**src/rtl/button_ctrl.sv**
```systemverilog
// Five-button debounce and event controller with a four-word register window:
// STATE, PRESS (W1C), RELEASE (W1C) and IE, plus a level interrupt.
module button_ctrl #(
  parameter int DEBOUNCE_CYCLES = 100000,
  parameter int CNT_W           = 17
) (
  input  logic        clk,
  input  logic        rst,
  input  logic [4:0]  button_input,
  input  logic [31:0] addr,
  input  logic        wr_en,
  input  logic [31:0] wdata,
  output logic [31:0] rdata,
  output logic        irq
);

  localparam logic [CNT_W-1:0] CNT_MAX = CNT_W'(DEBOUNCE_CYCLES - 1);

  logic [4:0] s1_reg;
  logic [4:0] s2_reg;
  logic [4:0] stable;
  logic [4:0] hit;
  logic [4:0] press_set;
  logic [4:0] release_set;
  logic [4:0] press_reg;
  logic [4:0] release_reg;
  logic [4:0] ie_reg;
  logic [4:0] press_clr;
  logic [4:0] release_clr;
  logic [4:0] rd_mux;
  logic [1:0] sel;
  logic       unused_bits;

  assign sel         = addr[3:2];
  assign unused_bits = ^{addr[31:4], addr[1:0], wdata[31:5]};

  always_ff @(posedge clk) begin
    if (rst) begin
      s1_reg <= '0;
      s2_reg <= '0;
    end else begin
      s1_reg <= button_input;
      s2_reg <= s1_reg;
    end
  end

  // Each button owns its counter; it only runs while s2 disagrees with stable.
  generate
    for (genvar gi = 0; gi < 5; gi++) begin : g_deb
      logic [CNT_W-1:0] cnt_reg;
      logic             stable_reg;

      always_ff @(posedge clk) begin
        if (rst) begin
          cnt_reg    <= '0;
          stable_reg <= 1'b0;
        end else if (s2_reg[gi] == stable_reg) begin
          cnt_reg <= '0;
        end else if (cnt_reg == CNT_MAX) begin
          stable_reg <= s2_reg[gi];
          cnt_reg    <= '0;
        end else begin
          cnt_reg <= cnt_reg + 1'b1;
        end
      end

      assign stable[gi] = stable_reg;
      assign hit[gi]    = (cnt_reg == CNT_MAX);
    end
  endgenerate

  assign press_set   =  s2_reg & ~stable & hit;
  assign release_set = ~s2_reg &  stable & hit;
  assign press_clr   = (wr_en && sel == 2'd1) ? wdata[4:0] : 5'd0;
  assign release_clr = (wr_en && sel == 2'd2) ? wdata[4:0] : 5'd0;

  always_comb begin
    rd_mux = 5'd0;
    case (sel)
      2'd0: rd_mux = stable;
      2'd1: rd_mux = press_reg;
      2'd2: rd_mux = release_reg;
      2'd3: rd_mux = ie_reg;
      default: rd_mux = 5'd0;
    endcase
  end

  // Set is OR-ed after the clear so a same-cycle event survives a W1C write.
  always_ff @(posedge clk) begin
    if (rst) begin
      press_reg   <= '0;
      release_reg <= '0;
      ie_reg      <= '0;
      rdata       <= '0;
    end else begin
      press_reg   <= (press_reg & ~press_clr) | press_set;
      release_reg <= (release_reg & ~release_clr) | release_set;
      if (wr_en && sel == 2'd3) ie_reg <= wdata[4:0];
      rdata <= {27'd0, rd_mux};
    end
  end

  assign irq = |(press_reg & ie_reg);

endmodule

```
**config.mk**
```make
export PLATFORM = sky130hd
export DESIGN_NAME = button_ctrl
export DESIGN_NICKNAME = d
export VERILOG_FILES = /design/src/rtl/button_ctrl.sv
export SDC_FILE = /design/constraint.sdc
export NUM_CORES = 1
export LEC_CHECK = 0
export BUFFER_PORTS_ARGS = -buffer_cell sky130_fd_sc_hd__buf_2
export CAP_MARGIN = 20
export CORE_ASPECT_RATIO = 0.75
export CORE_MARGIN = 3
export CORE_UTILIZATION = 56
export CTS_CLUSTER_DIAMETER = 120
export DETAILED_ROUTE_END_ITERATION = 8
export GPL_TIMING_DRIVEN = 0
export PLACE_DENSITY = 0.77
export SYNTH_ARGS = -nofsm -noshare
export SYNTH_HDL_FRONTEND = slang
export SYNTH_SLANG_ARGS = --single-unit
```
**constraint.sdc**
```tcl
create_clock -name clk -period 2.4 [get_ports clk]
set_input_delay 0.48 -clock clk [delete_from_list [all_inputs] [get_ports clk]]
set_output_delay 0.48 -clock clk [all_outputs]
set_load 0.02 [all_outputs]
```
# Word-level counts from Yosys, hierarchy flattened
# Cells that the tools add are included.
# W data, S select, Z words.
# op_classes
n_addsub,5
reduce_logical,15
bitwise_logic,18
eq_ne,13
n_mux,3
# op_table
operator,n
$add A17 B1 Y17 const B,5
$eq A17 B17 Y1 const B,5
$and A5 B5 Y5,7
$not A5 Y5,4
$pmux W5 S4,1
$reduce_or A3 Y1,5
$mux W5,2
$or A5 B5 Y5,2
$reduce_and A2 Y1,5
$eq A1 B1 Y1,5
$not A1 Y1,5
$reduce_or A5 Y1,1
$eq A2 B2 Y1 const B,2
$logic_and A1 B1 Y1,3
$eq A2 B1 Y1 const B,1
$logic_not A2 Y1,1
# word_totals
out_inout_bits,33
regBits,147
wordCells,71

# Logic depth before layout (Yosys ltp)
# depth
ltp_word,6
depth_mapped,8

# Least setup slack after synthesis
# No wires, ideal clock.
# synth_path
kind,register -> register
start,register g_deb[4].cnt_reg[0]
end,register g_deb[4].cnt_reg[16]
slack_ns,0.621
arrival_time_ns,1.665
period_less_slack_ns,1.779
stages_incl_launch_ff,8
required_ns,2.285
setup_time_ns,0.115
cell_sequence,dfxtp_1 ha_1 nand4_1 nor4_4 or3_1 buf_6 buf_6 nor2_1
# synth_between
elab_chain_cells,2
# synth_lines
element,line_no,rtl
start: declaration,50,logic [CNT_W-1:0] cnt_reg;
start signal: assignment,63,cnt_reg <= cnt_reg + 1'b1;
"parallel branches: the longest is 2 deep, another holds $add A17 B1 Y17",-,
# Parallel ways; which one is timed is not known.
# A chain may end at the register's enable or synchronous reset.

# Worst setup path in the final report
# layout_path
start,register g_deb[4].cnt_reg[0]
end,register g_deb[4].cnt_reg[10]
# Same word-level chain as after synthesis.

==> results.md <==
* Clk_skew at 0.0125 ns
* Leading area contributor after synthesis: dfxtp_1
* Chip width at 121 µm
* Filler cells at 737
* CP required at 2.71 ns
* Via count at 4583
* Syn Area/Cell at 8.86 µm²
* Routed vias/inst at 5.48
* Synth top area share at 42.9%
* PortBufs at 18
* Detailed Route WL at 12200 µm
* Fraction of layout cells with a size suffix above 1 at 14.1%
* Final Net Count at 782
* Maximum vdd drop at 0.773 mV
* Synth area leaders: dfxtp_1 (43%), xnor2_1 (7.7%), nor2_1 (6.3%)
* Final critical-path share of the clock period at 87.8%
* # clock sinks at 120
* Antenna viol nets, final at 0
* Largest net degree at the start of global routing at 17
* WP data arrival at 2.41 ns
* Gr usage total at 22.9%
* DRC at 0
* Cells after Synth at 632
* Worst slew pin tran at 0.578 ns
* Count of state elements after synthesis at 120
* Max reg flops at 85
* CTS clk-pin slew, worst paths at 0.05 ns
* Maximum fanout along the worst path at 10
* Leakage power at 0.00231 µW
* Chip height at 92.6 µm
* Power Dens Cells at 740 nW/µm²
* Util after Layout at 70.0%
* # rows at 30
* Initial antenna violation count at 0
* First-pass GRT wire length at 20500 µm
* Ys async rst share at 0%
* Critical path launch point type: flip-flop
* Detailed placer's ending HPWL at 8460 µm
* Slew HR at 61.5%
* # IOs at 105
* Num CTS Buffers at 17
* Initial Util at 59.7%
* Root buf cell: clkbuf_16
* Register area share after synthesis at 42.9%
* Hold-fix buffers, CTS at 0
* Final hold violation count at 0
* CTS tree: yes
* Worst min path class: in2reg
* Vias in the first global route at 4320
* Synth unique cells at 48
* Synth Flop Type: dfxtp_1
* GP Congestion at 0.850
* GRT overflow at 0
* Post-synth EDFFs at 0
* Post-layout min period at 2.11 ns
* Max clock buf depth at 2
* WS Path Type: reg2reg
* Area Overhead vs Synth at 17.3%
* DR iter-0 viols at 365
* Unrepaired setup endpoints after global routing: no
* Dpl cells at 804
* Die Area at 11200 µm²
* Hold WS at 0.265 ns
* Drt wl/cell at 14.6 µm
* Max Slew Vio Count at 0
* Fin cells at 836
* Max-cap violation count at 0
* Outcome: finished clean
* H-tree Lvls at 4
* Initial DRT Pass Iterations at 5
* Ant diodes at 0
* Clock Latency Late Sink at 0.43 ns
* CP Capture Type: flip-flop
* Core area at 9380 µm²
* Post-synthesis cell area at 5600 µm²
* Final setup fails at 0
* Maximum clock frequency at 475 MHz
* Syn. warnings at 0
* Final Power at 4860 µW
* Setup TNS at 0 ns
[per-stage QoR]
step	instance area (µm²)	setup WS [ns]
final	6570	0.293
after global routing	6570	0.124
after CTS	6570	0.255
after detailed placement	5950	0.288
after global placement	5950	0.308
after floorplan	5700	0.621
[report_power, final]
group          internal (µW)  total (µW)  switching (µW)
registers               2010        2020            10.1
logic                   61.7         163             101
clock network           1750        2680             928
[repair_timing]
action                                 in CTS  in global routing
endpoints found under the hold margin       0                  0
setup endpoints to repair                   0                 10
gates resized for setup                     0                  1
setup buffers                               0                  0
[kinds of logic after synthesis]
kind of cell               Yosys count  synth area share, %
DFF                                120                 42.9
muxes                                6                 2.19
other                                1               0.0670
adders and majority gates           15                 3.35
buffers and inverters               80                 7.91
and+or+nand+nor                    289                 27.4
xor gates and xnor gates            66                 10.3
AOI/OAI and AO/OA                   55                 5.90
[critical path: stages (launching register included)]
cell	delay [ns]
dfxtp_1	0.39
ha_1	0.23
nand4_1	0.36
nor4_4	0.51
or3_1	0.18
buf_6	0.13
buf_6	0.14
nor2_1	0.05
[metal layers]
metal	up-vias	part of all wire [%]	track usage, %
met4	0	0.76	7.18
li1	2273	-	-
met3	12	5.5	6.17
met5	-	0	0
met1	2167	46	30.4
met2	131	47	36.5
[cells in the mapped netlist, types with 2 or more instances]
library cell  instances
or2_2                 4
nor4_4                2
nand3b_1              2
nand4_1              26
clkbuf_1              8
nor2b_1              11
a21oi_1              21
o31ai_1               2
nor4bb_1              2
a41o_1                3
or3_1                12
xor2_1               17
o21ai_0              17
dfxtp_1             120
and4_1                6
nor2_1               94
nand4b_1              2
a211oi_1              3
nand2_1              28
buf_4                28
buf_2                 6
nor4_1               21
or4b_1                2
ha_1                 15
inv_1                33
nor4b_1               3
or4_1                 3
or4b_4                2
and2_1                5
mux4_2                5
nor3_1               19
and3_1                6
buf_6                 4
xnor2_1              49
nand3_1              37
o22ai_1               2
[path summary, 6_finish.rpt]
| path | startpoint | to | slack, ns | cells after the start |
|---|---|---|---|---|
| max | g_deb[4].cnt_reg[0] | g_deb[4].cnt_reg[10] | 0.29 | 7 |
| max reg2reg | g_deb[4].cnt_reg[0] | g_deb[4].cnt_reg[10] | 0.29 | 7 |
| min reg2reg | s1_reg[3] | s2_reg[3] | 0.44 | 1 |
| min | button_input[0] | s1_reg[0] | 0.26 | 2 |
[cell usage in the layout (no fill, tap or decap), types with 19 or more instances in the layout]
master	n
nor2_1	94
a21oi_1	21
nand3_1	37
nor4_1	21
xnor2_1	49
dfxtp_1	120
conb_1	27
inv_1	33
nand2_1	28
nor3_1	19
buf_2	24
buf_4	28
nand4_1	26
[layout make-up]
cell class	instances	area (µm²)	share of cell area, %
multi-input cells	458	2850	43.4
plain buffers	47	319	4.86
well taps	128	160	2.44
clock buffers	19	443	6.75
inverters	33	124	1.89
clock inverters	13	176	2.69
repair buffers	18	90.1	1.37
flip-flops and latches	120	2400	36.6
Note: power is estimated with default switching activity, not from simulation.
